File: src/rtl/alu_arbiter.sv
// Round-robin arbiter sharing one ALU between two requesters.
// Optional done-timeout path is enabled by defining ALU_ARB_TIMEOUT_EN.
module alu_arbiter #(
    parameter int TO_CYC = 63
) (
    input  logic       clk,
    input  logic       rst,
    input  logic       req0,
    input  logic       req1,
    input  logic [1:0] op0,
    input  logic [1:0] op1,
    input  logic [3:0] a0,
    input  logic [3:0] b0,
    input  logic [3:0] a1,
    input  logic [3:0] b1,
    input  logic       sel0,
    input  logic       sel1,
    output logic       gnt0,
    output logic       gnt1,
    output logic       rsp_valid0,
    output logic       rsp_valid1,
    output logic [5:0] rsp_resul,
    output logic       rsp_cout,
    output logic       rsp_signo,
    output logic       rsp_err,
    output logic       alu_init,
    output logic [1:0] alu_op,
    output logic [3:0] alu_a,
    output logic [3:0] alu_b,
    output logic       alu_sel,
    input  logic       alu_done,
    input  logic [5:0] alu_resul,
    input  logic       alu_c_out,
    input  logic       alu_signo
);

    typedef enum logic [1:0] {IDLE, LAUNCH, WAIT, RESP} state_t;

    state_t     state_q, state_d;
    logic       owner_q, owner_d;
    logic       last_q, last_d;
    logic [1:0] op_q, op_d;
    logic [3:0] a_q, a_d;
    logic [3:0] b_q, b_d;
    logic       sel_q, sel_d;
    logic       done_q;
    logic [5:0] res_q, res_d;
    logic       cout_q, cout_d;
    logic       signo_q, signo_d;
    logic       done_rise;
    logic       win;
    logic       busy;
    logic [1:0] gnt_v, rsp_v;

    if (TO_CYC < 1) begin : g_to_cyc_check
        $error("TO_CYC must be at least 1");
    end

`ifdef ALU_ARB_TIMEOUT_EN
    localparam int CW = $clog2(TO_CYC + 1);
    logic [CW-1:0] cnt_q, cnt_d;
    logic          err_q, err_d;
    logic          to_hit;
`endif

    // Only a fresh 0->1 transition counts; a level left over from before launch is ignored.
    assign done_rise = alu_done & ~done_q;
    // On contention the requester not served last wins; otherwise the lone requester wins.
    assign win       = (req0 & req1) ? ~last_q : ~req0;

    always_comb begin
        state_d = state_q;
        owner_d = owner_q;
        last_d  = last_q;
        op_d    = op_q;
        a_d     = a_q;
        b_d     = b_q;
        sel_d   = sel_q;
        res_d   = res_q;
        cout_d  = cout_q;
        signo_d = signo_q;
`ifdef ALU_ARB_TIMEOUT_EN
        err_d   = err_q;
        cnt_d   = '0;
        to_hit  = (cnt_q == CW'(TO_CYC - 1));
`endif
        case (state_q)
            IDLE: begin
                if (req0 | req1) begin
                    owner_d = win;
                    op_d    = win ? op1  : op0;
                    a_d     = win ? a1   : a0;
                    b_d     = win ? b1   : b0;
                    sel_d   = win ? sel1 : sel0;
                    state_d = LAUNCH;
                end
            end
            LAUNCH: state_d = WAIT;
            WAIT: begin
                if (done_rise) begin
                    res_d   = alu_resul;
                    cout_d  = alu_c_out;
                    signo_d = alu_signo;
                    last_d  = owner_q;
                    state_d = RESP;
`ifdef ALU_ARB_TIMEOUT_EN
                    err_d   = 1'b0;
                end else if (to_hit) begin
                    res_d   = '0;
                    cout_d  = 1'b0;
                    signo_d = 1'b0;
                    err_d   = 1'b1;
                    last_d  = owner_q;
                    state_d = RESP;
                end else begin
                    cnt_d   = cnt_q + CW'(1);
`endif
                end
            end
            RESP:    state_d = IDLE;
            default: state_d = IDLE;
        endcase
    end

    always_ff @(posedge clk) begin
        if (rst) begin
            state_q <= IDLE;
            owner_q <= 1'b0;
            last_q  <= 1'b1;
            op_q    <= '0;
            a_q     <= '0;
            b_q     <= '0;
            sel_q   <= 1'b0;
            done_q  <= 1'b0;
            res_q   <= '0;
            cout_q  <= 1'b0;
            signo_q <= 1'b0;
        end else begin
            state_q <= state_d;
            owner_q <= owner_d;
            last_q  <= last_d;
            op_q    <= op_d;
            a_q     <= a_d;
            b_q     <= b_d;
            sel_q   <= sel_d;
            done_q  <= alu_done;
            res_q   <= res_d;
            cout_q  <= cout_d;
            signo_q <= signo_d;
        end
    end

`ifdef ALU_ARB_TIMEOUT_EN
    always_ff @(posedge clk) begin
        if (rst) begin
            cnt_q <= '0;
            err_q <= 1'b0;
        end else begin
            cnt_q <= cnt_d;
            err_q <= err_d;
        end
    end
    assign rsp_err = err_q;
`else
    assign rsp_err = 1'b0;
`endif

    for (genvar gi = 0; gi < 2; gi++) begin : g_req
        assign gnt_v[gi] = (state_q == LAUNCH) && (owner_q == 1'(gi));
        assign rsp_v[gi] = (state_q == RESP) && (owner_q == 1'(gi));
    end

    assign busy       = (state_q != IDLE);
    assign gnt0       = gnt_v[0];
    assign gnt1       = gnt_v[1];
    assign rsp_valid0 = rsp_v[0];
    assign rsp_valid1 = rsp_v[1];
    assign alu_init   = (state_q == LAUNCH);
    assign alu_op     = busy ? op_q  : '0;
    assign alu_a      = busy ? a_q   : '0;
    assign alu_b      = busy ? b_q   : '0;
    assign alu_sel    = busy ? sel_q : 1'b0;
    assign rsp_resul  = res_q;
    assign rsp_cout   = cout_q;
    assign rsp_signo  = signo_q;

endmodule

File: config.mk
export PLATFORM = sky130hd
export DESIGN_NAME = alu_arbiter
export DESIGN_NICKNAME = d
export VERILOG_FILES = /design/src/rtl/alu_arbiter.sv
export SDC_FILE = /design/constraint.sdc
export NUM_CORES = 1
export LEC_CHECK = 0
export ABC_AREA = 1
export CAP_MARGIN = 20
export CORE_AREA = 3 3 58 60
export DETAILED_ROUTE_END_ITERATION = 8
export DIE_AREA = 0 0 61 63
export GPL_TIMING_DRIVEN = 0
export PLACE_DENSITY_LB_ADDON = 0.08
export SYNTH_ARGS = -nofsm -noshare
export SYNTH_HDL_FRONTEND = slang
export SYNTH_SLANG_ARGS = --single-unit
File: constraint.sdc
create_clock -name clk -period 1.9 [get_ports clk]
set_clock_uncertainty 0.05 [all_clocks]
set_input_delay 0.38 -clock clk [delete_from_list [all_inputs] [get_ports clk]]
set_output_delay 0.38 -clock clk [all_outputs]
set_load 0.005 [all_outputs]
After elaboration in Yosys (flattened, before gate mapping)
Index checks and enable logic that the tools add are counted.
{"block": "word_totals", "latch_bits": 0, "elab_cells": 44, "in_bits": 35, "mem_bits_ro": 0, "reg_bits": 24, "mem_count": 0, "out_inout_bits": 25, "ramBits": 0}
{"block": "op_classes", "mul": 0, "eq_ne": 5, "n_lt_le_gt_ge": 0, "shifts": 0, "n_bitwise": 7, "add_sub_neg": 0, "n_reduce_logical": 9, "div_mod_pow": 0, "n_mux": 12}
{"operator": "$mux 4", "count": 4}
{"operator": "$mux 2", "count": 4}
{"operator": "$pmux 2 s4", "count": 1}
{"operator": "$reduce_and 2->1", "count": 3}
{"operator": "$eq 2x2->1 const B", "count": 2}
{"operator": "$logic_and 1x1->1", "count": 4}
{"operator": "$ne 2x2->1 const B", "count": 2}
{"operator": "$not 1->1", "count": 4}
{"operator": "$mux 1", "count": 3}
{"operator": "$and 1x1->1", "count": 2}
{"operator": "$eq 2x1->1 const B", "count": 1}
{"operator": "$logic_not 2->1", "count": 1}
{"operator": "$reduce_bool 2->1", "count": 1}
{"operator": "$or 1x1->1", "count": 1}

Logic depth before layout (Yosys ltp)
Gate-level depths: netlist of run 1.
{"block": "logic_depth", "depth_word": 4, "depth_mapped": 8, "ltp_nobuf": 7}

Worst setup path before layout of run 1
Ideal clock, no wire load.
{"block": "synth_path", "kind": "register to output", "from": "register state_q[0]", "to": "output port alu_a[0]", "t_required_ps": 1470, "path_slack_ps": 469, "t_arrival_ps": 1001, "n_path_buf": 1, "stages_incl_launch_ff": 5, "path_cell_list": "dfxtp_1 > inv_1 > ha_1 > clkbuf_1 > nor2_1"}
{"block": "synth_between", "elab_chain_cells": 2}
{"element": "from (decl)", "line_no": "39", "rtl": "state_t state_q, state_d;"}
{"element": "from (signal assigned)", "line_no": "139", "rtl": "state_q <= state_d;"}
{"element": "$reduce_bool 2->1", "line_no": "173", "rtl": "assign busy = (state_q != IDLE);"}
{"element": "$mux 4", "line_no": "180", "rtl": "assign alu_a = busy ? a_q : '0;"}
{"element": "to (decl)", "line_no": "28", "rtl": "output logic [3:0] alu_a,"}
No other way between the ends.

Final worst setup path of run 1
{"block": "layout_path", "from": "register state_q[0]", "to": "output port alu_init"}
{"block": "layout_between", "elab_chain_cells": 1}
{"element": "$eq 2x1->1", "line_no": "178", "rtl": "assign alu_init = (state_q == LAUNCH);"}
{"element": "to (decl)", "line_no": "26", "rtl": "output logic alu_init,"}
No other way between the ends.

==> results.md, run 1 <==
- Status: completed
- Data arrival, critical path: 1390 ps
- RSZ-0062 raised after global routing: no
- Minimum clock period after layout: 1823 ps
- Top cell type by total area after synthesis: sky130_fd_sc_hd__dfxtp_1
- Class of the most critical hold timing path: reg2reg
- Count of pins on the block boundary: 60
- Final Slew Violations: 0
- Net Sw Power: 0.7195 mW
- Placed cell count: 280
- Cells after Synth: 189
- Post-synthesis register bit count: 24
- Maximum Capacitance Violations: 0
- Pre-antenna DRT Iters: 4
- Core region area: 2978 µm²
- ANT nets after route: 0
- Number of nets in the synthesized netlist: 228
- Sum of negative setup slack: 0 ps
- RR Endpoint: a_q[3]
- CTS Root Buffer Type: sky130_fd_sc_hd__clkbuf_4
- Maximum vdd ir drop: 411.0 µV
- Global-route wire length before repair: 4885 µm
- Worst Min Path Start: rsp_resul[0]
- Area contributors post-synth: sky130_fd_sc_hd__dfxtp_1 (39%), sky130_fd_sc_hd__inv_1 (12%), sky130_fd_sc_hd__nand2_1 (9.7%)
- Number of clock sinks: 24
- Detailed Place HPWL: 2180 µm
- Clock transition at the registers of the reported paths: 130 ps
- Count of cell types in the netlist: 18
- Category of the worst setup path launch point: flop
- Buffers on Ports: 58
- Count of synthesis-stage warnings from yosys: 0
- Final-report setup violation count: 0
- Worst Hold Depth: 2
- Reported leakage power: 0.9622 nW
- Total power per unit cell area: 1070 nW/µm²
- Startpoint-to-endpoint class of the critical path: reg2out
- Final number of hold-violating endpoints: 0
- Proportion of power drawn by flip-flops and latches: 34.3%
- Maximum count of clock buffers along a single path: 2
- Final Routed Wirelength: 2938 µm
- Clock power share: 17.9%
- Average wire length per cell after detail routing: 10.31 µm
- Count of unresolved DRC violations after routing: 0
- Total global routing track utilization: 16.13%
- Portion of total power attributed to combinational logic: 47.8%
- Remaining global-route overflow: 0
- Share of the core filled with cells: 64.75%
- Hold Buf Count CTS: 0
- Post-route cell area: 1928 µm²
- Total CTS buffers: 3
- Signed area change from the synthesized netlist to the final layout: 56.13%
- Area of the mapped netlist: 1235 µm²
- Die area: 3843 µm²
- Floorplan die width: 61 µm
- Launch point of the worst reg-to-reg path: state_q[1]
- Clock tree from TritonCTS: built
- Depth of the worst register-to-register path: 8
- Row Count: 20
- Number of design-rule violations left by the first detailed-router iteration: 35
- Proportion of total power due to net switching: 34.87%
- Req. time, crit path: 1470 ps
- Via density per instance: 4.530
- Initial core utilization: 41.47%
- Mean instance size in the synthesized netlist: 6.534 µm²
- Share of final-layout standard cells stronger than drive strength 1: 9.524%
- Skew-Pair Late Insertion Delay: 310 ps
- Filler Cell Count: 300
- Sequential element share of the synthesized area: 38.91%
- Vias in the first global route: 1177
- Level count of the clock H-tree: 1
- Non-filler instance count after layout: 285
- Height of the chip: 63 µm
- Routed vias: 1291
- Final weighted congestion in routability-driven placement: 0.7950
- Pin count of the biggest net entering global routing: 15
- DP Area: 1857 µm²
- Total internal power: 1.344 mW
- Highest Clock Rate: 0.5485 GHz
- Final #Nets: 292
- Fraction of the cycle the final worst path needs: 95.95%
- Antenna Diode Count: 0
- CP max FO: 3
- Setup crit end kind: output pin
- Endpoint of the worst hold path: rsp_resul[0]
- Antenna violations before repair: 0
- Reg2Reg Setup Slack: 470 ps
- Share of the synthesized area in the top cell type: 38.91%
layout by cell type, fill, tap and decap left out:
cell type,synthesis,final
sky130_fd_sc_hd__ha_4,0,2
sky130_fd_sc_hd__nand4_1,1,1
sky130_fd_sc_hd__a21oi_1,21,21
sky130_fd_sc_hd__o21ai_1,3,3
sky130_fd_sc_hd__nor2_2,1,2
sky130_fd_sc_hd__dlygate4sd2_1,0,14
sky130_fd_sc_hd__clkbuf_1,3,2
sky130_fd_sc_hd__nand3_1,23,23
sky130_fd_sc_hd__nand2_1,32,32
sky130_fd_sc_hd__dfxtp_1,24,22
sky130_fd_sc_hd__buf_2,4,4
sky130_fd_sc_hd__buf_4,3,5
sky130_fd_sc_hd__nor2_1,18,17
sky130_fd_sc_hd__bufinv_16,0,1
sky130_fd_sc_hd__nand3_2,1,1
sky130_fd_sc_hd__inv_2,1,3
sky130_fd_sc_hd__conb_1,1,1
sky130_fd_sc_hd__clkbuf_2,0,1
sky130_fd_sc_hd__o21ai_0,8,8
sky130_fd_sc_hd__ha_1,4,2
sky130_fd_sc_hd__nand3b_1,1,1
sky130_fd_sc_hd__clkbuf_4,0,3
sky130_fd_sc_hd__clkdlybuf4s50_1,0,43
sky130_fd_sc_hd__inv_1,40,38
sky130_fd_sc_hd__dfxtp_2,0,2
power groups by stage:
stage	sequential, mW	clock [mW]	combinational [mW]
global placement	0.717	0	0.973
finish	0.707	0.369	0.987
global route	0.721	0.399	1.13
CTS	0.708	0.381	1.02
detailed placement	0.721	0	0.976
floorplan	0.711	0	0.548
worst max-delay path by stage:
| stage | start | cells past startpoint | to | slack [ps] |
|---|---|---|---|---|
| floorplan | state_q[0] | 4 | alu_a[0] | 470 |
| global placement | state_q[0] | 5 | alu_a[1] | -230 |
| detailed placement | state_q[0] | 5 | alu_a[1] | -240 |
| CTS | state_q[1] | 5 | alu_a[1] | 30 |
| global route | state_q[0] | 3 | alu_init | 6 |
| finish | state_q[0] | 3 | alu_init | 80 |
critical path, stage by stage, from the launching register on:
cell                              delay (ps)
sky130_fd_sc_hd__dfxtp_2                 360
sky130_fd_sc_hd__buf_4                   120
sky130_fd_sc_hd__ha_4                    120
sky130_fd_sc_hd__clkdlybuf4s50_1         490
routing by layer:
layer	share of wire (%)	vias to the layer above	track usage, %
met5	0	-	0
met4	0.37	0	4.065
met3	5.7	2	3.306
met2	47	39	28.34
met1	47	545	19.32
li1	-	705	-
cell type report:
class,instances,area [µm²],share of cell area [%]
plain buffers,9,50.05,2.596
well taps,33,41.29,2.141
flip-flops and latches,24,483.0,25.05
repair buffers,60,573.1,29.72
inverters,41,153.9,7.982
clock buffers,3,22.52,1.168
clock inverters,1,30.03,1.557
multi-input cells,114,574.3,29.79
through the flow:
stage / setup slack (ps) / total power, mW / hold slack (ps)
global placement: -232.2 / 1.690 / 380.4
finish: 76.91 / 2.063 / 399.7
global route: 5.955 / 2.250 / 420.8
detailed placement: -239.0 / 1.697 / 384.6
floorplan: 469.3 / 1.259 / 378.9
CTS: 28.64 / 2.114 / 403.9
synth_stat cells, drive strengths merged:
| library cell | number |
|---|---|
| nand4 | 1 |
| inv | 41 |
| nor2 | 19 |
| nand3 | 24 |
| conb | 1 |
| buf | 7 |
| a21oi | 21 |
| nand3b | 1 |
| ha | 4 |
| clkbuf | 3 |
| o21ai | 11 |
| nand2 | 32 |
| dfxtp | 24 |
kinds of logic (layout without fill, tap and decap cells):
logic type,count (synthesis),after routing,share of synthesized area [%]
simple gates,77,77,26.95
fa+ha+maj,4,4,4.053
flops,24,24,38.91
buf+inv,51,114,16.82
other cells,1,1,0.3037
compound gates,32,32,12.97
sequential cells by signal (all words and copies together) (netlist names):
name       flops
rsp_signo      1
a_q            4
op_q           2
owner_q        1
done_q         1
rsp_cout       1
b_q            4
state_q        2
sel_q          1
rsp_resul      6
last_q         1
what timing repair did:
action | CTS | global route
buffers inserted | 2 | 0
setup endpoints to repair | 15 | 10
cloned | 0 | 0
resized for setup | 26 | 3
pin swaps | 1 | 0
Power figures use the tool's default switching activity.
==> inputs of run 2 (changes only) <==
--- a/config.mk
+++ b/config.mk
@@ -6,10 +6,11 @@
 export NUM_CORES = 1
 export LEC_CHECK = 0
 export ABC_AREA = 1
-export CAP_MARGIN = 20
-export CORE_AREA = 3 3 58 60
+export ABC_CLOCK_PERIOD_IN_PS = 1900
+export CAP_MARGIN = 30
+export CORE_AREA = 3 3 60 62
 export DETAILED_ROUTE_END_ITERATION = 8
-export DIE_AREA = 0 0 61 63
+export DIE_AREA = 0 0 63 65
 export GPL_TIMING_DRIVEN = 0
 export PLACE_DENSITY_LB_ADDON = 0.08
 export SYNTH_ARGS = -nofsm -noshare
==> results.md, run 2 (same netlist as run 1, synthesis figures left out) <==
- CTS Root Buffer Type: sky130_fd_sc_hd__clkbuf_4
- Fraction of the cycle the final worst path needs: 98.47% (+2.5 points)
- Commonest non-fill, non-tap cell in the layout: sky130_fd_sc_hd__clkdlybuf4s50_1
- Maximum count of clock buffers along a single path: 2 (unchanged)
- Highest Clock Rate: 0.5345 GHz (-2.6%)
- Average wire length per cell after detail routing: 11.00 µm (+6.7%)
- Buffers on Ports: 58 (unchanged)
- Antenna violations before repair: 0 (unchanged)
- Final #Nets: 298 (+2.1%)
- Pre-antenna DRT Iters: 4 (unchanged)
- CP max FO: 3 (unchanged)
- Signed area change from the synthesized netlist to the final layout: 60.59%
- Antenna Diode Count: 0 (unchanged)
- Vias in the first global route: 1340 (+14%)
- Row Count: 20 (unchanged)
- Clock tree from TritonCTS: built
- Final Routed Wirelength: 3322 µm (+13%)
- Setup WS pre-CTS: -232.6 ps (+6.408 ps)
- Reported leakage power: 0.9733 nW (+1.2%)
- Final-report setup violation count: 0 (unchanged)
- Status: completed
- Level count of the clock H-tree: 1 (unchanged)
- Share of final-layout standard cells stronger than drive strength 1: 16.67% (+7.1 points)
- Filler Cell Count: 303 (+1.0%)
- Setup crit end kind: output pin
- Cells traversed along the worst timing path: buf_4 -> buf_4 -> ha_2 -> nand2_1 -> inv_1 -> dlygate4sd2_1
- Count of pins on the block boundary: 60 (unchanged)
- Share of the core filled with cells: 64.43% (-0.32 points)
- RSZ-0062 raised after global routing: yes
- Final Slew Violations: 0 (unchanged)
- Count of buffering cells on the critical path with inverters included: 4 (+2)
- Req. time, crit path: 1470 ps (about the same)
- Startpoint-to-endpoint class of the critical path: reg2out
- Clock transition at the registers of the reported paths: 140 ps (about the same)
- ANT nets after route: 0 (unchanged)
- Category of the worst setup path launch point: flop
- Flip-flop count of the largest register after layout: 6 (unchanged)
- Height of the chip: 65 µm (+3.2%)
- Total global routing track utilization: 16.75% (+0.62 points)
- Most Frequent Cell on Critical Path: sky130_fd_sc_hd__buf_4
- Reg2Reg Setup Slack: 360 ps (-110 ps)
- Highest-count cells in the layout ignoring fill and taps: sky130_fd_sc_hd__clkdlybuf4s50_1 (42), sky130_fd_sc_hd__inv_1 (39), sky130_fd_sc_hd__nand2_1 (32)
- Floorplan die width: 63 µm (+3.3%)
- Endpoint of the worst hold path: rsp_resul[3]
- Final weighted congestion in routability-driven placement: 0.8397 (+5.6%)
- Sum of negative setup slack: 0 ps (unchanged)
- Worst Hold Slack: 401.6 ps (+1.829 ps)
- Worst max-slew margin expressed relative to the limit: 65.76%
- Global-route wire length before repair: 5575 µm (+14%)
- Detailed Place HPWL: 2316 µm (+6.2%)
- Pin count of the biggest net entering global routing: 15 (unchanged)
- Initial core utilization: 40.12% (-1.3 points)
- Cell with the largest stage delay on the worst path: sky130_fd_sc_hd__dfxtp_2
- Final number of hold-violating endpoints: 0 (unchanged)
- Count of unresolved DRC violations after routing: 0 (unchanged)
- Worst Min Path Start: rsp_resul[3]
- Number of design-rule violations left by the first detailed-router iteration: 45 (+29%)
- Skew-Pair Late Insertion Delay: 320 ps (about the same)
- Number of clock sinks: 24 (unchanged)
- Worst Hold Depth: 2 (unchanged)
- Transition time at the pin with the least slew margin: 513.7 ps
- PnR worst setup slack: 29.16 ps (-47.75 ps)
- Core region area: 3078 µm² (+3.4%)
- Total Power: 2.250 mW (+9.1%)
- Minimum clock period after layout: 1871 ps (+47.75 ps)
- Largest delay share family, worst path: buffers and inverters
- Hold Buf Count CTS: 0 (unchanged)
- Remaining global-route overflow: 0 (unchanged)
- Data arrival, critical path: 1440 ps (+50 ps)
- Die area: 4095 µm² (+6.6%)
- Depth of the critical timing path with buffers and inverters included: 6 (+3)
- Stage delay of the slowest cell on the critical path: 350 ps (-140 ps)
- Maximum Capacitance Violations: 0 (unchanged)
- Class of the most critical hold timing path: reg2reg
- Via density per instance: 4.483 (-1.0%)
- Maximum vdd ir drop: 536.1 µV (+30%)
- RR Endpoint: op_q[0]
- Routed vias: 1354 (+4.9%)
- Launch point of the worst reg-to-reg path: state_q[1]
- Depth of the worst register-to-register path: 10 (+2)
- Total power per unit cell area: 1135 nW/µm² (+6.0%)
- Total CTS buffers: 3 (unchanged)
## run 2: changes by cell type in the layout (fill, tap and decap cells not counted), sizes merged
cell           delta
dlygate4sd2      -10
clkbuf            +2
buf              +14
clkdlybuf4s15     +1
clkdlybuf4s50     -1
## run 2: power by group
part / internal, mW / switching [mW]
Sequential: 0.649 / 0.0553
Clock: 0.213 / 0.167
Combinational: 0.582 / 0.584
## run 2: layout make-up
type | count | area, µm² | share of cell area [%]
Clock inverter | 1 | 30.03 | 1.514
Timing Repair Buffer | 65 | 576.8 | 29.09
Sequential cell | 24 | 483.0 | 24.35
Clock buffer | 3 | 22.52 | 1.136
Buffer | 10 | 75.07 | 3.785
Inverter | 41 | 156.4 | 7.886
Multi-Input combinational cell | 114 | 584.3 | 29.46
Tap cell | 44 | 55.05 | 2.776
## run 2: worst max-delay path by stage
stage / startpoint / end / slack [ps]
2_1_floorplan: state_q[0] / alu_a[0] / 470
3_3_place_gp: state_q[0] / alu_b[0] / -240
3_5_place_dp: state_q[0] / alu_b[0] / -230
6_report: state_q[1] / rsp_valid1 / 30
4_1_cts: state_q[1] / alu_b[0] / -10
5_1_grt: state_q[1] / rsp_valid1 / -30
## run 2: metal layers
layer / GRT usage (%) / share of wire (%) / up-vias
li1: - / - / 717
met1: 18.94 / 44 / 590
met2: 30.57 / 49 / 42
met3: 4.159 / 6.5 / 5
met4: 5.510 / 1.1 / 0
met5: 0 / 0 / -
## run 2: what timing repair did
action | in CTS | in global routing
endpoints found under the hold margin | 0 | 0
setup endpoints to repair | 16 | 7
buffers inserted | 3 | 3
gates cloned | 0 | 1
resized for setup | 51 | 15
pin swaps | 0 | 0
## run 2: stage by stage
stage	instance area, µm²	cells
floorplan	1235	189
global placement	1871	291
detailed placement	1871	291
CTS	1968	298
global route	1983	302
finish	1983	302
## run 2: worst register-to-register path, stage by stage (launching register included)
cell	delay, ps
sky130_fd_sc_hd__dfxtp_2	350
sky130_fd_sc_hd__buf_4	130
sky130_fd_sc_hd__inv_4	50
sky130_fd_sc_hd__ha_4	170
sky130_fd_sc_hd__buf_4	120
sky130_fd_sc_hd__inv_2	30
sky130_fd_sc_hd__nor2_2	160
sky130_fd_sc_hd__buf_4	200
sky130_fd_sc_hd__nand3_1	90
sky130_fd_sc_hd__nand2_1	60
sky130_fd_sc_hd__inv_1	30
==> inputs of run 3 (changes only) <==
--- a/config.mk
+++ b/config.mk
@@ -11,7 +11,6 @@
 export CORE_AREA = 3 3 60 62
 export DETAILED_ROUTE_END_ITERATION = 8
 export DIE_AREA = 0 0 63 65
-export GPL_TIMING_DRIVEN = 0
 export PLACE_DENSITY_LB_ADDON = 0.08
 export SYNTH_ARGS = -nofsm -noshare
 export SYNTH_HDL_FRONTEND = slang
==> results.md, run 3 (same netlist as run 1, synthesis figures left out) <==
- Class of the most critical hold timing path: reg2reg
- Commonest non-fill, non-tap cell in the layout: sky130_fd_sc_hd__clkdlybuf4s50_1
- Core region area: 3078 µm² (unchanged)
- Signed area change from the synthesized netlist to the final layout: 56.23%
- Reported leakage power: 0.9559 nW (-1.8%)
- Req. time, crit path: 1470 ps (about the same)
- Vias in the first global route: 1222 (-8.8%)
- Skew-Pair Late Insertion Delay: 320 ps (about the same)
- Share of the core filled with cells: 62.68% (-1.7 points)
- CTS Root Buffer Type: sky130_fd_sc_hd__clkbuf_4
- Share of final-layout standard cells stronger than drive strength 1: 13.20% (-3.5 points)
- Final Slew Violations: 0 (unchanged)
- Worst Hold Slack: 402.1 ps (+0.5500 ps)
- Data arrival, critical path: 1410 ps (-30 ps)
- Die area: 4095 µm² (unchanged)
- RSZ-0062 raised after global routing: yes
- Minimum clock period after layout: 1841 ps (-29.93 ps)
- Total global routing track utilization: 15.89% (-0.86 points)
- Final weighted congestion in routability-driven placement: 0.7304 (-13%)
- Initial core utilization: 40.12% (unchanged)
- Floorplan die width: 63 µm (unchanged)
- Maximum Capacitance Violations: 0 (unchanged)
- Setup WS pre-CTS: 54.56 ps (+287.1 ps)
- Global-route wire length before repair: 5333 µm (-4.3%)
- Antenna Diode Count: 0 (unchanged)
- Cell with the largest stage delay on the worst path: sky130_fd_sc_hd__dfxtp_2
- Stage delay of the slowest cell on the critical path: 350 ps (about the same)
- Maximum vdd ir drop: 564.3 µV (+5.3%)
- Buffers on Ports: 58 (unchanged)
- CP max FO: 15 (+12)
- Cells traversed along the worst timing path: buf_4 -> inv_2 -> ha_4 -> buf_12 -> nor2_2 -> clkdlybuf4s15_1
- Setup crit end kind: output pin
- Final-report setup violation count: 0 (unchanged)
- Final Routed Wirelength: 3120 µm (-6.1%)
- Final #Nets: 290 (-2.7%)
- Number of clock sinks: 24 (unchanged)
- Highest Clock Rate: 0.5432 GHz (+1.6%)
- Placed cell count: 288 (-1.0%)
- Via density per instance: 4.459 (-0.54%)
- Level count of the clock H-tree: 1 (unchanged)
- Pre-antenna DRT Iters: 4 (unchanged)
- Startpoint-to-endpoint class of the critical path: reg2out
- Hold Buf Count CTS: 0 (unchanged)
- Status: completed
- Count of pins on the block boundary: 60 (unchanged)
- Highest-count cells in the layout ignoring fill and taps: sky130_fd_sc_hd__clkdlybuf4s50_1 (42), sky130_fd_sc_hd__inv_1 (38), sky130_fd_sc_hd__nand2_1 (32)
- Total power per unit cell area: 1113 nW/µm² (-1.9%)
- Height of the chip: 65 µm (unchanged)
- Flip-flop count of the largest register after layout: 6 (unchanged)
- Row Count: 20 (unchanged)
- Total CTS buffers: 3 (unchanged)
- Pin count of the biggest net entering global routing: 18 (+3)
- Routed vias: 1311 (-3.2%)
- Detailed Place HPWL: 2297 µm (-0.82%)
- Final number of hold-violating endpoints: 0 (unchanged)
- Number of design-rule violations left by the first detailed-router iteration: 51 (+13%)
- PnR worst setup slack: 59.10 ps (+29.93 ps)
- Antenna violations before repair: 0 (unchanged)
- Fraction of the cycle the final worst path needs: 96.89% (-1.6 points)
- Clock tree from TritonCTS: built
- Average wire length per cell after detail routing: 10.61 µm (-3.5%)
- Non-filler instance count after layout: 294 (-2.6%)
- Remaining global-route overflow: 0 (unchanged)
- ANT nets after route: 0 (unchanged)
- Category of the worst setup path launch point: flop
- Count of unresolved DRC violations after routing: 0 (unchanged)
- Maximum count of clock buffers along a single path: 2 (unchanged)
- Total Power: 2.147 mW (-4.6%)
- Clock transition at the registers of the reported paths: 140 ps (about the same)
## run 3: what timing repair did
item,CTS,global route
pin swaps,1,0
buffers inserted,2,0
endpoints found under the setup margin,15,12
gates resized for setup,21,24
## run 3: final cells by class
cell class,instances,area [µm²]
Clock inverter,1,30.03
Timing Repair Buffer,67,620.6
Clock buffer,3,22.52
Fill cell,322,1149
Sequential cell,24,483.0
Inverter,41,153.9
Tap cell,44,55.05
Multi-Input combinational cell,114,564.3
## run 3: final timing paths
check             cells after the start  startpoint  slack, ps      endpoint
setup / recovery                      6  state_q[0]         60       alu_sel
hold / removal                        2    rsp_cout        400      rsp_cout
setup reg to reg                      6  state_q[0]        410  rsp_resul[0]
hold reg to reg                       2    rsp_cout        400      rsp_cout
## run 3: worst max-delay path, delay by kind of cell (launching register included)
family / cells / cell delay, ps
buffers and inverters: 4 / 480
adders and majority gates: 1 / 160
and+or+nand+nor: 1 / 90
DFF: 1 / 350
## run 3: through the flow
step                instance area, µm²  setup TNS (ps)
floorplan                         1235               0
global placement                  1894               0
detailed placement                1894               0
CTS                               1961          -23.43
global route                      1929          -32.81
finish                            1929               0
## run 3: routing by layer
layer  routed length, µm  up-vias  GRT usage [%]
li1                    -      702              -
met1                1439      561          19.85
met2                1451       44          27.80
met3                 203        4          3.120
met4                  25        0          4.132
met5                   0        -              0
## run 3: power breakdown
part / internal, mW / switching (mW) / total, mW
registers: 0.649 / 0.0538 / 0.703
clock network: 0.213 / 0.166 / 0.379
logic: 0.535 / 0.530 / 1.06
